$ cat config.mk
export PLATFORM = sky130hd
export DESIGN_NAME = rst_seq_gen
export DESIGN_NICKNAME = d
export VERILOG_FILES = /design/src/rtl/rst_seq_pkg.sv /design/src/rtl/rst_seq_ff1.sv /design/src/rtl/rst_seq_gen.sv
export SDC_FILE = /design/constraint.sdc
export NUM_CORES = 1
export LEC_CHECK = 0
export ABC_AREA = 1
export CAP_MARGIN = 20
export CORE_UTILIZATION = 52
export DETAILED_ROUTE_END_ITERATION = 10
export HOLD_SLACK_MARGIN = 0.06
export PLACE_DENSITY = 0.82
export SYNTH_ARGS = -nofsm -noshare
export SYNTH_HDL_FRONTEND = slang
export SYNTH_SLANG_ARGS = --single-unit
export TNS_END_PERCENT = 100
$ cat constraint.sdc
create_clock -name clk_i -period 2 [get_ports clk_i]
set_input_delay 0.3 -clock clk_i [delete_from_list [all_inputs] [get_ports clk_i]]
set_output_delay 0.3 -clock clk_i [all_outputs]
set_load 0.03 [all_outputs]
$ cat src/rtl/rst_seq_pkg.sv
// Shared types for the reset sequencer.
// State encoding of the release FSM.
package rst_seq_pkg;

  typedef enum logic [1:0] {
    HOLD,
    GAP,
    IDLE,
    EMPTY
  } seq_state_e;

endpackage

$ cat src/rtl/rst_seq_ff1.sv
// Find-first-set over an N-bit vector.
// Lowest set index plus an all-zero flag.
module rst_seq_ff1 #(
  parameter int N    = 4,
  parameter int IdxW = 2
) (
  input  logic [N-1:0]    vec_i,
  output logic [IdxW-1:0] idx_o,
  output logic            empty_o
);

  always_comb begin
    idx_o   = '0;
    empty_o = ~|vec_i;
    for (int i = N - 1; i >= 0; i--) begin
      if (vec_i[i]) idx_o = IdxW'(i);
    end
  end

endmodule

$ cat src/rtl/rst_seq_gen.sv
// Multi-channel reset sequencer: staged release of
// NumRst active-low resets, with runtime re-reset requests.
module rst_seq_gen
  import rst_seq_pkg::*;
#(
  parameter int NumRst     = 4,
  parameter int HoldCycles = 8,
  parameter int GapCycles  = 2
) (
  input  logic              clk_i,
  input  logic              rst_ni,
  input  logic              req_valid_i,
  output logic              req_ready_o,
  input  logic [NumRst-1:0] req_mask_i,
  output logic [NumRst-1:0] rst_no,
  output logic              busy_o,
  output logic              done_o
);

  localparam int MaxCyc =
    (HoldCycles > GapCycles) ? HoldCycles : GapCycles;
  localparam int CntWidth = $clog2(MaxCyc + 1);
  localparam int IdxW = (NumRst > 1) ? $clog2(NumRst) : 1;

  initial begin
    if (NumRst < 1) $fatal(1, "NumRst must be >= 1");
    if (HoldCycles < 1) $fatal(1, "HoldCycles must be >= 1");
    if (GapCycles < 1) $fatal(1, "GapCycles must be >= 1");
  end

  seq_state_e state_q, state_d;
  logic [CntWidth-1:0] cnt_q, cnt_d;
  logic [NumRst-1:0]   mask_q, mask_d;
  logic [NumRst-1:0]   rst_q, rst_d;
  logic                done_q, done_d;

  logic [NumRst-1:0]   ff1_vec;
  logic [IdxW-1:0]     ff1_idx;
  logic                ff1_empty;
  logic [NumRst-1:0]   mask_left;
  logic [CntWidth-1:0] lim;

  // In IDLE the finder tests the request mask; otherwise it
  // picks the next channel to release from the active mask.
  assign ff1_vec = (state_q == IDLE) ? req_mask_i : mask_q;

  rst_seq_ff1 #(
    .N    (NumRst),
    .IdxW (IdxW)
  ) u_ff1 (
    .vec_i   (ff1_vec),
    .idx_o   (ff1_idx),
    .empty_o (ff1_empty)
  );

  assign mask_left = mask_q & ~(NumRst'(1) << ff1_idx);
  assign lim = (state_q == GAP) ? CntWidth'(GapCycles - 1)
                                : CntWidth'(HoldCycles - 1);

  always_comb begin
    state_d = state_q;
    cnt_d   = cnt_q;
    mask_d  = mask_q;
    rst_d   = rst_q;
    done_d  = 1'b0;
    unique case (state_q)
      HOLD, GAP: begin
        if (cnt_q == lim) begin
          rst_d[ff1_idx] = 1'b1;
          mask_d = mask_left;
          cnt_d  = '0;
          if (~|mask_left) begin
            state_d = IDLE;
            done_d  = 1'b1;
          end else begin
            state_d = GAP;
          end
        end else begin
          cnt_d = cnt_q + CntWidth'(1);
        end
      end
      IDLE: begin
        if (req_valid_i) begin
          if (ff1_empty) begin
            state_d = EMPTY;
            done_d  = 1'b1;
          end else begin
            mask_d  = req_mask_i;
            rst_d   = rst_q & ~req_mask_i;
            cnt_d   = '0;
            state_d = HOLD;
          end
        end
      end
      EMPTY: state_d = IDLE;
    endcase
  end

  always_ff @(posedge clk_i or negedge rst_ni) begin
    if (!rst_ni) begin
      state_q <= HOLD;
      cnt_q   <= '0;
      mask_q  <= '1;
      rst_q   <= '0;
      done_q  <= 1'b0;
    end else begin
      state_q <= state_d;
      cnt_q   <= cnt_d;
      mask_q  <= mask_d;
      rst_q   <= rst_d;
      done_q  <= done_d;
    end
  end

  assign req_ready_o = (state_q == IDLE);
  assign busy_o      = ~req_ready_o;
  assign rst_no      = rst_q;
  assign done_o      = done_q;

endmodule
### Yosys cells after proc, flatten, opt, wreduce, memory -nomap -nowiden

Cells that the tools add are included.

| word-level totals | value |
|---|---|
| input port bits | 7 |
| output and inout bits | 7 |
| bits in registers | 15 |

| cells by class | value |
|---|---|
| $lt $le $gt $ge | 2 |
| reductions and logical operators | 9 |
| multiplexer cells | 30 |
| bitwise gates (word level) | 6 |
| eq/ne operators | 7 |
| shift-type cells | 1 |
| $add $sub $neg | 1 |

Operator list:

| operator | number |
|---|---|
| $mux 4 | 10 |
| $pmux 4 s2 | 3 |
| $mux 2 | 8 |
| $and 4x4->4 | 2 |
| $not 4->4 | 2 |
| $reduce_or 4->1 | 2 |
| $pmux 2 s3 | 1 |
| $mux 1 | 5 |
| $add 4x1->4 const B | 1 |
| $eq 2x2->1 const B | 2 |
| $eq 4x3->1 | 1 |
| $ne 2x2->1 const B | 2 |
| $or 4x4->4 | 1 |
| $reduce_and 4->1 | 1 |
| $shl 1x2->4 const A | 1 |
| $lt 2x3->1 const B | 1 |
| $mux 3 | 1 |
| $reduce_and 3->1 | 1 |
| $demux 1 s2 | 1 |
| $eq 2x1->1 const B | 1 |
| $ge 2x1->1 const B | 1 |
| $logic_not 2->1 | 1 |
| $ne 2x1->1 const B | 1 |
| $pmux 1 s2 | 1 |
| 5 further kinds | 5 |

### Depth between registers and ports, before layout

| depth | value |
|---|---|
| depth in word-level cells | 13 |
| depth in mapped cells | 15 |
| depth with buffers taken out | 15 |

### Hierarchy

Synthesis repeated with hierarchy kept, for this count alone.

| unflattened totals | value |
|---|---|
| cells, all modules | 143 |
| area, all modules | 983.4 um^2 |

Modules (own cells, without submodules):

| module | cells an instance | times used | area each (um^2) |
|---|---|---|---|
| rst_seq_gen | 135 | 1 | 948.4 |
| rst_seq_ff1 | 8 | 1 | 35.0 |

### Worst setup path before layout

OpenSTA, ideal clock, no wires.

| path | value |
|---|---|
| path type | flip-flop to flip-flop |
| from | register state_q[1] |
| to | register rst_q[0] (netlist: rst_no[0]) |
| slack | 318 ps |
| setup time | 126 ps |
| arrival | 1556 ps |
| clock period less this slack | 1682 ps |
| stages on the path, launching flop included | 13 |
| path buffers | 1 |
| path through | dfrtp_1 buf_6 inv_2 nor2_4 nand2_1 nand2_2 nor2_4 nand3_2 nand3_4 nor2_8 nand3_1 nand2_1 o21ai_0 |

| between the ends | value |
|---|---|
| cells in the longest elaborated chain, start to end | 13 |
| elaborated cells between the ends (all ways) | 25 |
| classes of those cells | order compare (2); eq/ne (6); mux (10); bitwise (1); reduce/logical (6) |

RTL lines:

| item | line | RTL |
|---|---|---|
| from (decl) | rst_seq_gen.sv:31 | `seq_state_e state_q, state_d;` |
| from (signal assigned) | rst_seq_gen.sv:107 | `state_q <= state_d;` |
| $eq 2x2->1 * | - |  |
| via req_ready_o | rst_seq_gen.sv:13 | `output logic req_ready_o,` |
| $mux 4 | rst_seq_gen.sv:45 | `assign ff1_vec = (state_q == IDLE) ? req_mask_i : mask_q;` |
| $mux 2 (4 in series) | rst_seq_ff1.sv:16 | `if (vec_i[i]) idx_o = IdxW'(i);` |
| $lt 2x3->1 (not written as such) or $ge 2x1->1 (tied branches) | rst_seq_gen.sv:69 | `rst_d[ff1_idx] = 1'b1;` |
| $logic_and 1x1->1 (not written as such) | rst_seq_gen.sv:69 |  |
| $mux 1 (not written as such) | rst_seq_gen.sv:69 |  |
| $demux 1 s2 | rst_seq_gen.sv:69 |  |
| $or 4x4->4 (no source line) | - |  |
| $mux 4 | rst_seq_gen.sv:68 | `if (cnt_q == lim) begin` |
| $pmux 4 s2 | rst_seq_gen.sv:66 | `unique case (state_q)` |
| to (signal assigned) | rst_seq_gen.sv:110 | `rst_q <= rst_d;` |
| to (decl) | rst_seq_gen.sv:34 | `logic [NumRst-1:0] rst_q, rst_d;` |

Mark *: on every way through the listed nets, which the timed path passes. The rest lies on a longest branch. The select of a mux whose other input is x is not followed.
A chain may end at the register's enable or synchronous reset.

### Final worst setup path

| path | value |
|---|---|
| from | register state_q[0] |
| to | register cnt_q[2] |

| between the ends | value |
|---|---|
| cells in the longest elaborated chain, start to end | 5 |
| elaborated cells between the ends (all ways) | 14 |
| classes of those cells | eq/ne (5); mux (4); reduce/logical (5) |

RTL lines:

| item | line | RTL |
|---|---|---|
| $eq 2x1->1 or $eq 2x2->1 (tied branches) | rst_seq_gen.sv:57, rst_seq_gen.sv:66, rst_seq_gen.sv:45 |  |
| $mux 3 or $mux 4 (tied branches) | rst_seq_gen.sv:57, rst_seq_gen.sv:45 |  |
| $eq 4x3->1 or $reduce_or 4->1 (tied branches) | rst_seq_gen.sv:68, rst_seq_ff1.sv:14 |  |
| $mux 4 or $ne 2x1->1 (tied branches) | - |  |
| $pmux 4 s2 or $reduce_and 3->1 (tied branches) | - |  |
| to (signal assigned) | rst_seq_gen.sv:108 | `cnt_q <= cnt_d;` |
| to (decl) | rst_seq_gen.sv:32 | `logic [CntWidth-1:0] cnt_q, cnt_d;` |

Several ways; a longest one is shown, not always the timed one.

==> reports/results.ini <==
[status]
status = finished, violations left
violations = DRC

[sta]
setup_violations = 0
hold_viol_final = 0
layout_min_cycle_time_ns = 1.77
finalCritPeriodShare_pct = 88.3
fmax_ghz = 0.566
skew_ns = 0.00532
slew_viol_final = 0
setup_slack_ns = 0.233
worst_pin_slew_ns = 0.669
final.setup.tns_ns = 0
maxSlewHeadroom_pct = 55.3
rsz0062_at_grt = no

[clock_tree]
cts.sinks = 15
cts_made_buffers = 3
post_cts_buffers = 0
cts.reportedPaths.clkPinSlew_ns = 0.09
cts_buffer_depth = 2
cts_tree = done
clockRootBuffer = clkbuf_4
clkLatencyLatePin_ns = 0.29
cts_htree_levels = 1
postCtsHoldBufs = 0

[routing]
routed_wl_mm = 2.01
dr.pass1.iters = 7
drtIter0Drc = 26
wl_per_cell_um = 12.8
viasPerCell = 5.45
vias = 855
drc_errors = 1
drtAntennaViolNets = 0

[global_route]
grtUsageMet3_pct = 2.45
grt_use_met2_pct = 38.2
grt_pass1_vias = 774
antenna_found_initial = 0
grt_max_degree = 16
grt_pass1_wl_mm = 3.28
met1_usage_pct = 31.5
gr-total-overflow = 0
busiest_layer = met2
track_usage_pct = 23.5

[synth]
synth_area_um2 = 927
synth_cell_types = 25
yosys_warnings = 0
synth-seq-area-share_pct = 41.0
syn_inst = 124
syn_nets = 132
yosysTopAreaCell = dfrtp_1
avgSynthCellArea_um2 = 7.48
synth_top_area_share_pct = 29.7
synthTopCellsByArea = dfrtp_1 30%, nand2_1 15%, dfstp_2 11%
ys_ff_latch = 15

[final_layout]
multiInputGateArea_um2 = 462
utilization_pct = 70.2
syn2layout_area_growth_pct = 19.3
final_common_cell = nand2_1
fillCellCount = 120
antenna_cells = 0
finish.instance_area_um2 = 1110
drive_gt1_share_pct = 18.4
regArea_um2 = 382
nNetsFinal = 150
mostFrequentLayoutCells = 37 x nand2_1, 14 x inv_1, 11 x clkdlybuf4s50_1

[place]
place_congestion = 0.851
pre_cts_ws_ns = 0.118
port_buffers = 13
place_area_um2 = 1070
dp.final_hpwl_mm = 1.48

[worst_setup_path]
cp_num_buf_inv = 2
crit_path_top_delay_cell = dfrtp_1
crit_type = flip-flop to flip-flop
worst_setup_path_end_kind = flip-flop
cp_top_family = simple AND/OR/NAND/NOR gates
slowest_delay_ns = 0.45
cp.required_ns = 2.18
cp-start-kind = flip-flop
cp_data_arrival_time_ns = 1.94
crit_chain = inv_2 -> nand2_4 -> nand2_1 -> nand2_2 -> nor2_4 -> nand3_2 -> nand3_4 -> inv_2 -> nand2_2 -> xor2_1 -> nor2_1
path_max_fanout = 8

[floorplan]
initial_core_util_pct = 58.8
num_rows = 14
die_h_um = 44.2
ios = 14
die_x_um = 44.2
dieArea_um2 = 1960
core_um2 = 1580

[pwr]
p_seq_share_pct = 29.8
power_density_nw_per_um2 = 1790
p_int_mw = 0.978
clockPowerShare_pct = 8.9
p_comb_share_pct = 61.3
swShare_pct = 50.6
ir_worst_vdd_mv = 1.05
power_switching_mw = 1.00
p_leak_nw = 0.556

[worst_hold_path]
hp-class = primary input to async pin

[job]
cap_viol_max_count = 0

power by group through the flow:
stage | clock [mW] | combinational (mW) | sequential, mW
after CTS | 0.179 | 1.21 | 0.588
after detailed placement | 0 | 1.19 | 0.589
after global placement | 0 | 1.17 | 0.586
after global routing | 0.186 | 1.34 | 0.612
after floorplan | 0 | 0.820 | 0.651
final | 0.176 | 1.21 | 0.590
through the flow:
step	hold WS [ns]	std cells	power, mW
2_1_floorplan	0.00441	124	1.47
3_3_place_gp	0.465	153	1.75
3_5_place_dp	0.471	153	1.78
4_1_cts	0.433	157	1.98
5_1_grt	0.476	157	2.14
6_report	0.409	157	1.98
cells by family (layout without fill, tap and decap cells):
logic type | count (synthesis) | count (layout) | share of synthesized area, %
AND/OR/NAND/NOR | 70 | 70 | 38.1
buffers and inverters | 20 | 37 | 9.18
AO/OA/AOI/OAI | 17 | 17 | 9.45
flip-flops | 15 | 15 | 41.0
adder cells (fa/ha/maj) | 1 | 1 | 1.35
XOR/XNOR | 1 | 1 | 0.945
worst reg2reg max path, cell delays in order, from the launching register on:
cell and delay [ns]:
dfrtp_1 0.45, inv_2 0.15, nand2_4 0.11, nand2_1 0.09
nand2_2 0.07, nor2_4 0.17, nand3_2 0.15, nand3_4 0.14
inv_2 0.07, nand2_2 0.06, xor2_1 0.14, nor2_1 0.05
final cells by class:
type                    instances  area share, %
flip-flops and latches         15           34.5
inverters                      19           6.67
well taps                      16           1.81
clock buffers                   4           2.38
repair buffers                 14           12.9
multi-input cells              89           41.7
Yosys cell counts, drive strengths merged:
library cell and number:
inv 19, o22ai 1, nor3 1, dfrtp 11, buf 1, dfstp 4, nor4 1, nor2 13
a21oi 2, o21ai 13, xor2 1, a31oi 1, nand3 12, ha 1, nand2 43
registers in the layout, indices dropped and copies added (netlist names):
signal,cells
cnt_q,4
mask_q,4
rst_no,4
state_q,2
done_o,1
routing by layer:
metal  vias to the layer above  wire (um)
li1                        430          -
met1                       402        943
met2                        18        934
met3                         5         90
met4                         0         41
met5                         -          0
what timing repair did:
item                                    in CTS  in global routing
cloned                                       0                  0
endpoints found under the setup margin       1                  2
resized for setup                            1                  2
endpoints found under the hold margin        0                  0
path summary, 6_finish.rpt:
| check | from | end | slack, ns | depth (start not counted) |
|---|---|---|---|---|
| worst min-delay path | rst_ni | rst_no[1] | 0.41 | 1 |
| max in group asynchronous | rst_ni | state_q[1] | 1.12 | 1 |
| worst max-delay path | state_q[0] | cnt_q[2] | 0.23 | 11 |
| worst max register to register | state_q[0] | cnt_q[2] | 0.23 | 11 |
| worst min register to register | mask_q[2] | mask_q[2] | 0.49 | 2 |
| min in group clk_i | mask_q[2] | mask_q[2] | 0.49 | 2 |
No activity file was read; power rests on OpenSTA's default activity.
